`src/rtl/io_port.sv`:
```
// -----------------------------------------------------------------------------
// io_port
// Memory-mapped I/O port that sits on a CPU bus and exposes a 3-word window.
//
//   BASE+0  write : push DATA_IN into the TX FIFO
//   BASE+0  read  : return the RX holding word and clear rx_full
//   BASE+1  read  : status word {8'h00, tx_count[3:0], tx_overflow,
//                                rx_full, tx_full, tx_empty}
//   BASE+2  write : control (bit0 flush TX FIFO, bit1 clear tx_overflow)
//
// Ports
//   CLK        in   1   clock, rising edge
//   RST        in   1   asynchronous active-low reset
//   ADDR       in  16   CPU address
//   DATA_IN    in  16   CPU write data
//   WR / RD    in   1   CPU write / read strobes, sampled on the clock edge
//   DATA_OUT   out 16   registered read data; zero unless answering a read
//   OUT_DATA   out 16   TX FIFO head word (zero while OUT_VALID=0)
//   OUT_VALID  out  1   TX FIFO non-empty
//   OUT_READY  in   1   consumer takes OUT_DATA on this edge
//   IN_DATA    in  16   external input word
//   IN_VALID   in   1   IN_DATA valid
//   IN_READY   out  1   RX holding register empty
// -----------------------------------------------------------------------------
module io_port #(
  parameter logic [15:0] BASE_ADDR = 16'hFF00,
  parameter int          DEPTH     = 8
) (
  input  logic        CLK,
  input  logic        RST,
  input  logic [15:0] ADDR,
  input  logic [15:0] DATA_IN,
  input  logic        WR,
  input  logic        RD,
  output logic [15:0] DATA_OUT,
  output logic [15:0] OUT_DATA,
  output logic        OUT_VALID,
  input  logic        OUT_READY,
  input  logic [15:0] IN_DATA,
  input  logic        IN_VALID,
  output logic        IN_READY
);

  localparam int AW = (DEPTH > 1) ? $clog2(DEPTH) : 1;
  localparam int CW = AW + 1;

  localparam logic [15:0] L_ADDR_DATA = BASE_ADDR;
  localparam logic [15:0] L_ADDR_STAT = BASE_ADDR + 16'd1;
  localparam logic [15:0] L_ADDR_CTL  = BASE_ADDR + 16'd2;

  localparam logic [CW-1:0] L_DEPTH   = CW'(DEPTH);
  localparam logic [CW-1:0] L_CNT_ONE = CW'(1);
  localparam logic [AW-1:0] L_PTR_ONE = AW'(1);

  // State
  logic [15:0]   r_mem [DEPTH];
  logic [AW-1:0] r_wr_ptr;
  logic [AW-1:0] r_rd_ptr;
  logic [CW-1:0] r_count;
  logic          r_tx_ovf;
  logic          r_rx_full;
  logic [15:0]   r_rx_data;
  logic [15:0]   r_data_out;

  // Decode and handshake terms
  logic          w_sel_data;
  logic          w_sel_stat;
  logic          w_sel_ctl;
  logic          w_push_req;
  logic          w_ctl_wr;
  logic          w_rd_rx;
  logic          w_rd_stat;
  logic          w_flush;
  logic          w_ovf_clr;
  logic          w_tx_empty;
  logic          w_tx_full;
  logic          w_pop;
  logic          w_push;
  logic          w_drop;
  logic          w_capture;
  logic [3:0]    w_cnt4;
  logic [15:0]   w_status;

  // Next-state values
  logic [AW-1:0] w_wr_ptr_nxt;
  logic [AW-1:0] w_rd_ptr_nxt;
  logic [CW-1:0] w_count_nxt;
  logic          w_tx_ovf_nxt;
  logic          w_rx_full_nxt;
  logic [15:0]   w_rx_data_nxt;
  logic [15:0]   w_data_out_nxt;

  assign w_sel_data = (ADDR == L_ADDR_DATA);
  assign w_sel_stat = (ADDR == L_ADDR_STAT);
  assign w_sel_ctl  = (ADDR == L_ADDR_CTL);

  // A write on the same edge as a read wins; the read is dropped entirely.
  assign w_push_req = WR & w_sel_data;
  assign w_ctl_wr   = WR & w_sel_ctl;
  assign w_rd_rx    = RD & ~WR & w_sel_data;
  assign w_rd_stat  = RD & ~WR & w_sel_stat;

  assign w_flush    = w_ctl_wr & DATA_IN[0];
  assign w_ovf_clr  = w_ctl_wr & DATA_IN[1];

  assign w_tx_empty = (r_count == {CW{1'b0}});
  assign w_tx_full  = (r_count == L_DEPTH);
  assign w_pop      = ~w_tx_empty & OUT_READY;
  // A full FIFO still accepts a word when the head leaves on the same edge.
  assign w_push     = w_push_req & (~w_tx_full | w_pop);
  assign w_drop     = w_push_req & ~w_push;
  assign w_capture  = IN_VALID & ~r_rx_full;

  assign w_cnt4     = 4'(r_count);
  // Built from current registers, so a status read shows pre-edge values.
  assign w_status   = {8'h00, w_cnt4, r_tx_ovf, r_rx_full, w_tx_full, w_tx_empty};

  assign OUT_VALID  = ~w_tx_empty;
  assign OUT_DATA   = OUT_VALID ? r_mem[r_rd_ptr] : 16'h0000;
  assign IN_READY   = ~r_rx_full;
  assign DATA_OUT   = r_data_out;

  // TX FIFO pointer and count next-state; flush overrides push and pop.
  always_comb begin
    w_wr_ptr_nxt = r_wr_ptr;
    w_rd_ptr_nxt = r_rd_ptr;
    w_count_nxt  = r_count;
    if (w_flush) begin
      w_wr_ptr_nxt = {AW{1'b0}};
      w_rd_ptr_nxt = {AW{1'b0}};
      w_count_nxt  = {CW{1'b0}};
    end else begin
      if (w_push) begin
        w_wr_ptr_nxt = r_wr_ptr + L_PTR_ONE;
      end else begin
        w_wr_ptr_nxt = r_wr_ptr;
      end
      if (w_pop) begin
        w_rd_ptr_nxt = r_rd_ptr + L_PTR_ONE;
      end else begin
        w_rd_ptr_nxt = r_rd_ptr;
      end
      case ({w_push, w_pop})
        2'b10:   w_count_nxt = r_count + L_CNT_ONE;
        2'b01:   w_count_nxt = r_count - L_CNT_ONE;
        default: w_count_nxt = r_count;
      endcase
    end
  end

  // Sticky overflow, RX holding register and read-data next-state.
  always_comb begin
    w_tx_ovf_nxt   = r_tx_ovf;
    w_rx_full_nxt  = r_rx_full;
    w_rx_data_nxt  = r_rx_data;
    w_data_out_nxt = 16'h0000;

    if (w_ovf_clr) begin
      w_tx_ovf_nxt = 1'b0;
    end else if (w_drop) begin
      w_tx_ovf_nxt = 1'b1;
    end else begin
      w_tx_ovf_nxt = r_tx_ovf;
    end

    // Capture only happens while empty, and a read of an empty register has
    // no side effect, so capture taking priority is always correct.
    if (w_capture) begin
      w_rx_full_nxt = 1'b1;
      w_rx_data_nxt = IN_DATA;
    end else if (w_rd_rx) begin
      w_rx_full_nxt = 1'b0;
      w_rx_data_nxt = r_rx_data;
    end else begin
      w_rx_full_nxt = r_rx_full;
      w_rx_data_nxt = r_rx_data;
    end

    // DATA_OUT is zero on every edge that is not an accepted read.
    if (w_rd_rx) begin
      w_data_out_nxt = r_rx_data;
    end else if (w_rd_stat) begin
      w_data_out_nxt = w_status;
    end else begin
      w_data_out_nxt = 16'h0000;
    end
  end

  // Control and status registers with asynchronous active-low reset.
  always_ff @(posedge CLK or negedge RST) begin
    if (!RST) begin
      r_wr_ptr   <= {AW{1'b0}};
      r_rd_ptr   <= {AW{1'b0}};
      r_count    <= {CW{1'b0}};
      r_tx_ovf   <= 1'b0;
      r_rx_full  <= 1'b0;
      r_rx_data  <= 16'h0000;
      r_data_out <= 16'h0000;
    end else begin
      r_wr_ptr   <= w_wr_ptr_nxt;
      r_rd_ptr   <= w_rd_ptr_nxt;
      r_count    <= w_count_nxt;
      r_tx_ovf   <= w_tx_ovf_nxt;
      r_rx_full  <= w_rx_full_nxt;
      r_rx_data  <= w_rx_data_nxt;
      r_data_out <= w_data_out_nxt;
    end
  end

  // FIFO storage; contents are never observed while the FIFO is empty.
  always_ff @(posedge CLK) begin
    if (RST && w_push && !w_flush) begin
      r_mem[r_wr_ptr] <= DATA_IN;
    end
  end

endmodule

```
`config.mk`:
```
export PLATFORM = sky130hd
export DESIGN_NAME = io_port
export DESIGN_NICKNAME = d
export VERILOG_FILES = /design/src/rtl/io_port.sv
export SDC_FILE = /design/constraint.sdc
export NUM_CORES = 1
export LEC_CHECK = 0
export BUFFER_PORTS_ARGS = -buffer_cell sky130_fd_sc_hd__buf_2
export CELL_PAD_IN_SITES_DETAIL_PLACEMENT = 1
export CELL_PAD_IN_SITES_GLOBAL_PLACEMENT = 1
export CORE_ASPECT_RATIO = 0.5
export CORE_MARGIN = 1
export CORE_UTILIZATION = 49
export CTS_CLUSTER_SIZE = 20
export DETAILED_ROUTE_END_ITERATION = 12
export MAX_ROUTING_LAYER = met4
export PLACE_DENSITY = 0.88
export SKIP_CTS_REPAIR_TIMING = 1
export SLEW_MARGIN = 20
export SYNTH_ARGS = -nofsm -noshare
export SYNTH_HDL_FRONTEND = slang
export SYNTH_SLANG_ARGS = --single-unit
```
`constraint.sdc`:
```
create_clock -name CLK -period 2.95 [get_ports CLK]
set_input_delay 0.1475 -clock CLK [delete_from_list [all_inputs] [get_ports CLK]]
set_output_delay 0.1475 -clock CLK [all_outputs]
set_load 0.02 [all_outputs]
```
==> run metrics <==
Die Height 86.3 µm; switch share 32.0%; Via Count 3930; top post-synthesis cells by count edfxtp_1 (128), dfrtp_1 (44), nor2_1 (38); Synth Area in Simple Gates 7.82%; DRT Pass-1 Iters 4; xor and xnor area share after synthesis 0.755%; Synth Net Count 446; first-pass GRT wire length 23900 µm; CTS buffer count 17; DRC 0; net switching power 2.19 mW; Die Width 171 µm; GRT Util Overall 23.5%; syn avg cell area 17.9 µm²; crit path time final 2.60 ns; setup_tns 0 ns; post-layout utilization of the core 62.0%; Seq pwr share 41.1%; CTS tree yes; filler cell count 1253; critical path required time 2.80 ns; CP Data Arrival Time 2.45 ns; asr flop ratio synth 25.6%; EDFF count, synth 128; synthesized cell area 6960 µm²; Layout area overhead 22.0%; Reg-to-Reg End r_count[3]; R2R cell count 8; # rows 30; Seq/Total Area, Yosys 71.1%; DR vias/cell 5.49; internal power 4.66 mW; root buffer cell clkbuf_16; layout cell share with drive strength beyond 1 37.2%; PortBufs 87; multiplexer area fraction after synthesis 17.1%; Hold Vio Cnt, Final 0; post-synthesis adder-cell area fraction 0.719%; vias in the first global route 4203; flop2flop setup slack 0.51 ns; post-DP HPWL 9350 µm; Min-Delay Endpoint r_mem[2][8]; compound-cell area share of the yosys netlist 1.13%; Max clock buf depth 2; hold_sp DATA_IN[8]; Worst Skew 0.0133 ns; status completed; Iter 0 DRT Violations 244; total of max-cap violations 0; Leakage Power 3.30 nW; Max-Slew Margin vs Limit 58.9%; H-tree depth 4; CP max FO 18; Top Ports 88; FF+latch count, synth 172; RSZ-0062 raised after global routing false; Pwr Density 807 nW/µm²; largest family of logic cells by synthesized area multiplexers; WS Path Type reg2out; top cells by area, synth edfxtp_1 (55%), dfrtp_1 (16%), mux4_2 (10%); most instantiated library cell after synthesis edfxtp_1; Slew Limit Fails 0; worst slew pin tran 0.616 ns; worst hold path class in2reg; crit end category output port; Clock power frac 32.4%; die area 14700 µm²; critical path launch point type register; crit share post-route 88.2%; Max Clk Rate 0.384 GHz; NumNets Final 569; Starting Density 50.8%; clock sinks 172; reg2reg start r_count[1]; Hold Path Stages 1; Yosys warnings 0; Final GP Congestion 0.758; drt total wl 15600 µm; clk_lat worst skew 0.43 ns; Pwr Total 6.85 mW; most common flop cell mapped by yosys edfxtp_1; Yosys top cell by area edfxtp_1; maximum vdd drop 451 µV; Yosys cell types 44; Syn Inst Count 388; Final Setup Violations 0; Inserted Diodes 0; Yosys top cell area share 55.3%; DR WL/cell 21.8 µm; Core Region 13700 µm²; largest net degree at the start of global routing 45; GRT overflow 0; initial antenna violation count 0; clock slew seen by the registers of the worst setup and hold paths 0.08 ns; post-detailed-route count of antenna-violating nets 0; combinational power share 26.5%
-- per-layer routing --
layer / track usage, % / share of wire [%] / up-vias
li1: - / - / 1746
met1: 30.0 / 44 / 2058
met2: 38.4 / 51 / 112
met3: 4.89 / 3.9 / 14
met4: 7.53 / 1.1 / 0
met5: - / 0 / -
-- registers in the layout (all words and copies together), names as in the netlist --
signal,cells
r_rd_ptr,3
r_wr_ptr,3
r_rx_full,1
r_count,4
r_rx_data,16
r_tx_ovf,1
r_mem,128
DATA_OUT,16
-- area by class of cell --
type                            count  area (µm²)  share of cell area, %
Clock buffer                       17         425                   5.01
Clock inverter                     15         173                   2.03
Inverter                            4        15.0                  0.177
Multi-Input combinational cell    194        1930                   22.7
Sequential cell                   172        4950                   58.3
Tap cell                          192         240                   2.83
Timing Repair Buffer              122         761                   8.96
-- cells by family (layout without fill, tap and decap cells) --
| family | Yosys count | count (layout) |
|---|---|---|
| buf+inv | 22 | 158 |
| compound gates | 12 | 12 |
| mux | 77 | 77 |
| simple gates | 95 | 95 |
| xor+xnor | 6 | 6 |
| fa+ha+maj | 4 | 4 |
| flops | 172 | 172 |
-- stage by stage --
stage	setup slack (ns)	instances	hold slack [ns]	instance area (µm²)
global route	0.180	716	0.00168	8490
floorplan	0.379	388	-0.148	6960
CTS	0.297	696	-0.0854	8290
detailed placement	0.359	664	0.363	7690
finish	0.349	716	0.00466	8490
global placement	0.514	664	0.359	7690
-- worst max path at each step --
| stage | start | endpoint | slack, ns | depth (start not counted) |
|---|---|---|---|---|
| 2_1_floorplan | ADDR[5] | r_mem[2][0] | 0.38 | 6 |
| 3_3_place_gp | ADDR[5] | r_mem[0][8] | 0.51 | 7 |
| 3_5_place_dp | ADDR[5] | r_mem[2][4] | 0.36 | 7 |
| 4_1_cts | r_rd_ptr[0] | OUT_DATA[2] | 0.30 | 5 |
| 5_1_grt | r_rd_ptr[0] | OUT_DATA[2] | 0.18 | 5 |
| 6_report | r_rd_ptr[0] | OUT_DATA[2] | 0.35 | 5 |
-- power groups by stage --
stage               sequential, mW  clock, mW  combinational [mW]
finish                        2.82       2.22                1.82
global route                  2.83       2.34                1.98
CTS                           2.82       2.25                1.82
detailed placement            2.87          0                1.81
global placement              2.86          0                1.75
floorplan                     2.75          0                1.38
-- cells in the final DEF, fill, tap and decap left out, types with 3 or more instances in the layout --
master / Yosys / final
nand2_1: 15 / 15
dfrtp_1: 44 / 43
edfxtp_1: 128 / 128
dlygate4sd3_1: 0 / 20
inv_1: 4 / 4
clkinv_8: 0 / 4
mux2_2: 16 / 16
xnor2_1: 3 / 3
buf_2: 4 / 87
nand2b_1: 6 / 6
nor2_1: 38 / 38
o21ai_0: 3 / 3
xor2_1: 3 / 3
nand4b_1: 3 / 3
ha_1: 4 / 4
buf_4: 0 / 14
inv_8: 0 / 4
mux4_2: 32 / 32
and2_1: 8 / 8
mux2i_1: 29 / 29
clkbuf_16: 0 / 17
-- critical path, cell delays in order (launching register included) --
cell and delay, ns:
dfrtp_2 0.77, buf_12 0.27, mux4_2 0.53, mux2i_1 0.23, nor2_1 0.06, buf_2 0.16
Note: power is estimated with default switching activity, not from simulation.
